$ cat src/rtl/debounce_multi_btn.sv
// debounce_multi_btn: N-channel synchroniser/debouncer with press/release strobes and
// modulo press counters. Define LONG_PRESS_EN to add per-channel long-press strobes.
module debounce_multi_btn #(
    parameter int N_BTN       = 4,
    parameter int DEB_CYCLES  = 65536,
    parameter int CNT_WIDTH   = 4,
    parameter int CNT_MOD     = 9,
    parameter int ACTIVE_LOW  = 0,
    parameter int LONG_CYCLES = 50000000
) (
    input  logic                       clk,
    input  logic                       reset,
    input  logic [N_BTN-1:0]           btn_in,
    input  logic                       cnt_clr,
    output logic [N_BTN-1:0]           btn_level,
    output logic [N_BTN-1:0]           press_pulse,
    output logic [N_BTN-1:0]           release_pulse,
    output logic [N_BTN*CNT_WIDTH-1:0] press_cnt,
    output logic                       any_press,
    output logic [N_BTN-1:0]           long_pulse
);

    localparam int STAB_W = $clog2(DEB_CYCLES);
    localparam logic [STAB_W-1:0]    STAB_MAX = STAB_W'(DEB_CYCLES - 1);
    localparam logic [STAB_W-1:0]    STAB_ONE = STAB_W'(1);
    localparam logic [CNT_WIDTH-1:0] CNT_MAX  = CNT_WIDTH'(CNT_MOD - 1);
    localparam logic [CNT_WIDTH-1:0] CNT_ONE  = CNT_WIDTH'(1);
    localparam logic                 INVERT   = (ACTIVE_LOW != 0);

    localparam bit PARAMS_OK = (N_BTN >= 1) && (DEB_CYCLES >= 2) && (CNT_MOD >= 2)
                               && (CNT_MOD <= (2 ** CNT_WIDTH)) && (LONG_CYCLES >= 1);

    generate
        if (!PARAMS_OK) begin : g_bad_params
            $error("debounce_multi_btn: illegal parameter combination");
        end
    endgenerate

    assign any_press = |press_pulse;

    for (genvar gi = 0; gi < N_BTN; gi++) begin : g_ch
        logic                 pin_raw;
        logic                 s1_q, s1_d;
        logic                 s2_q, s2_d;
        logic                 cand_q, cand_d;
        logic [STAB_W-1:0]    stab_q, stab_d;
        logic                 level_q, level_d;
        logic                 press_q, press_d;
        logic                 rel_q, rel_d;
        logic [CNT_WIDTH-1:0] cnt_q, cnt_d;
        logic                 stab_sat;

        assign pin_raw  = btn_in[gi] ^ INVERT;
        assign stab_sat = (stab_q == STAB_MAX);

        always_comb begin : sync_next
            s1_d = pin_raw;
            s2_d = s1_q;
        end

        // A new level is only accepted once the candidate has been stable long
        // enough; any disagreement restarts the stability count from zero.
        always_comb begin : debounce_next
            cand_d  = cand_q;
            stab_d  = stab_q;
            level_d = level_q;
            if (s2_q != cand_q) begin
                cand_d = s2_q;
                stab_d = '0;
            end else if (!stab_sat) begin
                stab_d = stab_q + STAB_ONE;
            end else if (level_q != cand_q) begin
                level_d = cand_q;
            end
        end

        always_comb begin : strobe_next
            press_d = 1'b0;
            rel_d   = 1'b0;
            if (level_d != level_q) begin
                press_d = level_d;
                rel_d   = ~level_d;
            end
        end

        // Clear wins over a press arriving on the same edge.
        always_comb begin : counter_next
            cnt_d = cnt_q;
            if (cnt_clr) begin
                cnt_d = '0;
            end else if (press_d) begin
                cnt_d = (cnt_q == CNT_MAX) ? '0 : (cnt_q + CNT_ONE);
            end
        end

        always_ff @(posedge clk or negedge reset) begin : sync_regs
            if (!reset) begin
                s1_q <= 1'b0;
                s2_q <= 1'b0;
            end else begin
                s1_q <= s1_d;
                s2_q <= s2_d;
            end
        end

        always_ff @(posedge clk or negedge reset) begin : debounce_regs
            if (!reset) begin
                cand_q  <= 1'b0;
                stab_q  <= '0;
                level_q <= 1'b0;
            end else begin
                cand_q  <= cand_d;
                stab_q  <= stab_d;
                level_q <= level_d;
            end
        end

        always_ff @(posedge clk or negedge reset) begin : strobe_regs
            if (!reset) begin
                press_q <= 1'b0;
                rel_q   <= 1'b0;
                cnt_q   <= '0;
            end else begin
                press_q <= press_d;
                rel_q   <= rel_d;
                cnt_q   <= cnt_d;
            end
        end

        assign btn_level[gi]                          = level_q;
        assign press_pulse[gi]                        = press_q;
        assign release_pulse[gi]                      = rel_q;
        assign press_cnt[gi*CNT_WIDTH +: CNT_WIDTH]   = cnt_q;

`ifdef LONG_PRESS_EN
        localparam int HOLD_W = $clog2(LONG_CYCLES + 1);
        localparam logic [HOLD_W-1:0] HOLD_MAX = HOLD_W'(LONG_CYCLES);
        localparam logic [HOLD_W-1:0] HOLD_PRE = HOLD_W'(LONG_CYCLES - 1);
        localparam logic [HOLD_W-1:0] HOLD_ONE = HOLD_W'(1);

        logic [HOLD_W-1:0] hold_q, hold_d;
        logic              long_q, long_d;

        // Saturation at LONG_CYCLES guarantees a single strobe per hold.
        always_comb begin : hold_next
            hold_d = '0;
            long_d = 1'b0;
            if (level_q) begin
                hold_d = (hold_q == HOLD_MAX) ? hold_q : (hold_q + HOLD_ONE);
                long_d = (hold_q == HOLD_PRE);
            end
        end

        always_ff @(posedge clk or negedge reset) begin : hold_regs
            if (!reset) begin
                hold_q <= '0;
                long_q <= 1'b0;
            end else begin
                hold_q <= hold_d;
                long_q <= long_d;
            end
        end

        assign long_pulse[gi] = long_q;
`else
        assign long_pulse[gi] = 1'b0;
`endif
    end

endmodule

$ cat config.mk
export PLATFORM = sky130hd
export DESIGN_NAME = debounce_multi_btn
export DESIGN_NICKNAME = d
export VERILOG_FILES = /design/src/rtl/debounce_multi_btn.sv
export SDC_FILE = /design/constraint.sdc
export NUM_CORES = 1
export LEC_CHECK = 0
export CORE_ASPECT_RATIO = 0.9
export CORE_MARGIN = 2
export CORE_UTILIZATION = 57
export CTS_BUF_LIST = sky130_fd_sc_hd__clkbuf_8
export DETAILED_ROUTE_END_ITERATION = 7
export HOLD_SLACK_MARGIN = 0.08
export PLACE_DENSITY_LB_ADDON = 0.12
export SLEW_MARGIN = 30
export SYNTH_ARGS = -nofsm -noshare
export SYNTH_HDL_FRONTEND = slang
export SYNTH_SLANG_ARGS = --single-unit
export TNS_END_PERCENT = 30
$ cat constraint.sdc
create_clock -name clk -period 2.76 [get_ports clk]
set_input_delay 0.414 -clock clk [delete_from_list [all_inputs] [get_ports clk]]
set_output_delay 0.414 -clock clk [all_outputs]
set_load 0.05 [all_outputs]
==> impl_metrics.ini <==
[power]
intPower_w = 0.001958
swShare = 0.2554
peakVddDrop_v = 0.0004106
seqPwrFrac = 0.611
p_leak_nw = 2.426
power_frac_comb = 0.072
powerDensity_nw_per_um2 = 433.2
p_clk_frac = 0.317
power_switching_w = 0.0006716

[final_layout]
design_area_sq_um = 6071
final_cells = 731
antenna_cells = 0
final_core_util = 0.6371
nets = 621
drive_above_1_share = 0.05785
syn2layout_area_growth_pct = 9.898

[detailed_routing]
vias = 4504
drt_iter0_markers = 233
dr.pass1.iters = 4
drc_errors = 0
ant_nets = 0
via_per_inst = 6.161
detail_route.wl_per_cell_um = 15.36
drt_wl_total_um = 11230

[critical_path]
critical_path_depth = 2
crit_path_end_kind = output port
critPathTopFamily = buffers and inverters
cp.buffers_inverters = 1
start_kind = register
required_ps = 2350
rr_worst_depth = 5
critPathSlowestCell = clkdlybuf4s50_1
critPathMaxStageDelay_ps = 710
cp_max_fo = 2
cp_cell_sequence = or4_1 > clkdlybuf4s50_1
cp.arrival_ps = 1950
worstSetupStartpoint = g_ch[1].press_q
r2r_slack_ps = 640
r2r-end = g_ch[0].cnt_q[3]
regToRegStartpoint = g_ch[0].stab_q[0]
critPathKind = register to output port
endpoint = any_press

[placement]
dp_hpwl_um = 7911
port_buffers = 35
post_dp_cell_area_sq_um = 5899
place.gp.congestion = 0.8558
dp.cells = 716
dp_slack_ps = 668.7

[die]
dieWidth_um = 107.8
core_area_sq_um = 9529
die_area_sq_um = 10500
std_cell_rows = 34
start_util = 0.5797
pin_count = 40
die_h_um = 97.39

[hold_path]
worstHoldPathType = register to register

[sta]
tns_ps = 0
setup_viol = 0
fin_crit_sh = 0.8581
slew_headroom = 0.3881
fin_skew_ps = 12.28
fmax_mhz = 422.2
worst_slack_ps = 391.5
hold_viol = 0
report.final.slew_viol_count = 0
rsz0062_at_grt = false
fin_crit_ps = 2368
tightest_slew_ps = 909.5

[global_routing]
first_global_vias = 4293
antenna_found_initial = 0
grt_overflow = 0
track_usage = 0.2291
grt_max_degree = 46
grt_pass1_wl_um = 19590

[synthesis]
ys_async_sr_fraction = 1.000
syn_inst = 584
yosysWarnings = 0
synth-seq-cells = 104
seq_area_frac_synth = 0.4711
syn_avg_cell_area_sq_um = 9.459
netlist_area_sq_um = 5524
synth_cell_types = 55
synth_edf_count = 0
synth_flop_cell = dfrtp_1

[clocking]
clk_latency_ps = 370
cts-root-buf = clkbuf_8
cts_buffers = 9
cts_max_level = 3
clock_sinks = 104
clk_path_buf_depth = 2
clk_pin_slew_worst_paths_ps = 80
cts_tree = yes

[job]
cap_viol_max_count = 0

[run_status]
status = completed
-- layer usage --
layer	wire, um	vias up	global-route usage
li1	-	2196	-
met1	5345	2193	0.3154
met2	5220	101	0.3609
met3	531	14	0.05231
met4	132	0	0.07396
met5	0	-	0
-- state kept, by name, summed over array words and instances (netlist names) --
| signal | count |
|---|---|
| g_ch.level_q | 4 |
| g_ch.s2_q | 4 |
| g_ch.rel_q | 4 |
| g_ch.cnt_q | 16 |
| g_ch.press_q | 4 |
| g_ch.stab_q | 64 |
| g_ch.s1_q | 4 |
| g_ch.cand_q | 4 |
-- power by group through the flow --
stage          Combinational (W)  Clock (W)  Sequential [W]
3_5_place_dp            0.000191          0         0.00164
5_1_grt                 0.000217   0.000918         0.00162
6_report                0.000190   0.000834         0.00161
3_3_place_gp            0.000186          0         0.00163
2_1_floorplan           0.000123          0         0.00162
4_1_cts                 0.000193   0.000872         0.00161
-- layout by cell type, fill, tap and decap left out, drive strengths merged, types with 3 or more instances in the layout --
cell type / n
or4: 14
o2111ai: 5
a211oi: 12
a31oi: 8
nor3: 18
o211a: 3
nor4b: 4
nor4: 12
nor2: 25
inv: 25
nand4: 18
a21oi: 43
and3: 9
xor2: 7
clkdlybuf4s50: 34
clkbuf: 10
o41ai: 4
mux2i: 9
nand2b: 9
ha: 12
nand2: 49
o31ai: 8
o21ai: 36
nand3: 44
o211ai: 3
dfrtp: 104
and4: 9
xnor2: 9
or3: 12
buf: 10
o311ai: 7
conb: 4
-- cell type report --
type | count | area [sq um]
clock inverters | 4 | 23.77
well taps | 126 | 157.7
multi-input cells | 418 | 2621
fillers | 778 | 3458
flip-flops and latches | 104 | 2603
inverters | 24 | 90.09
repair buffers | 45 | 437.9
clock buffers | 10 | 137.6
-- what timing repair did --
| item | CTS | global route |
|---|---|---|
| endpoints found under the hold margin | 40 | 0 |
| hold buffers | 1 | 0 |
| resized for setup | 0 | 0 |
| setup buffers | 0 | 0 |
-- worst reg2reg max path, delay by kind of cell (launching register included) --
kind,cells,cell delay (ps)
fa+ha+maj,1,240
compound gates,2,470
simple gates,2,890
flops,1,390
-- cell usage after synthesis, types with 3 or more instances --
library cell,count,area (sq um)
a211oi_1,12,90.09
dfrtp_1,104,2603
and4_1,9,78.83
nand2b_1,9,56.30
o21ai_0,35,175.2
xor2_1,7,61.31
o2111ai_1,5,43.79
nand4_2,3,37.54
or4_1,14,105.1
xnor2_1,9,78.83
a31oi_1,8,50.05
o311ai_0,5,43.79
clkbuf_1,21,78.83
nand3_1,43,215.2
buf_2,3,15.01
o31ai_1,8,60.06
o211a_1,3,30.03
buf_4,17,127.6
and3_1,9,56.30
a21oi_1,43,215.2
nor3_1,18,90.09
or3_1,12,75.07
inv_1,24,90.09
ha_1,12,150.1
nand4_1,15,93.84
nor4b_1,3,26.28
o211ai_1,3,22.52
nor4_2,3,37.54
o41ai_1,4,35.03
nor4_1,9,56.30
mux2i_1,9,90.09
nand2_1,49,183.9
nor2_1,25,93.84
-- kinds of logic after synthesis --
kind of cell    Yosys count  share of synthesized area
xor+xnor                 16                    0.02537
compound gates          145                     0.1681
mux                       9                    0.01631
buf+inv                  65                    0.05640
simple gates            232                     0.2349
fa+ha+maj                12                    0.02718
flops                   104                     0.4711
other cells               1                  0.0006789
-- how the worst min path moves through the flow --
stage | from | slack, ps | depth (start not counted) | end
2_1_floorplan | reset | 120 | 0 | g_ch[0].cand_q
3_3_place_gp | g_ch[0].s1_q | 330 | 0 | g_ch[0].s2_q
3_5_place_dp | g_ch[0].s1_q | 330 | 0 | g_ch[0].s2_q
4_1_cts | g_ch[0].s1_q | 360 | 0 | g_ch[0].s2_q
5_1_grt | g_ch[3].s1_q | 370 | 0 | g_ch[3].s2_q
6_report | g_ch[0].s1_q | 350 | 0 | g_ch[0].s2_q
-- through the flow --
step                hold WS [ps]  total power, W
detailed placement         334.7        0.001827
finish                     353.5        0.002630
floorplan                  118.4        0.001746
CTS                        356.3        0.002671
global placement           331.8        0.001817
global route               373.0        0.002751
No activity file was read; power rests on OpenSTA's default activity.
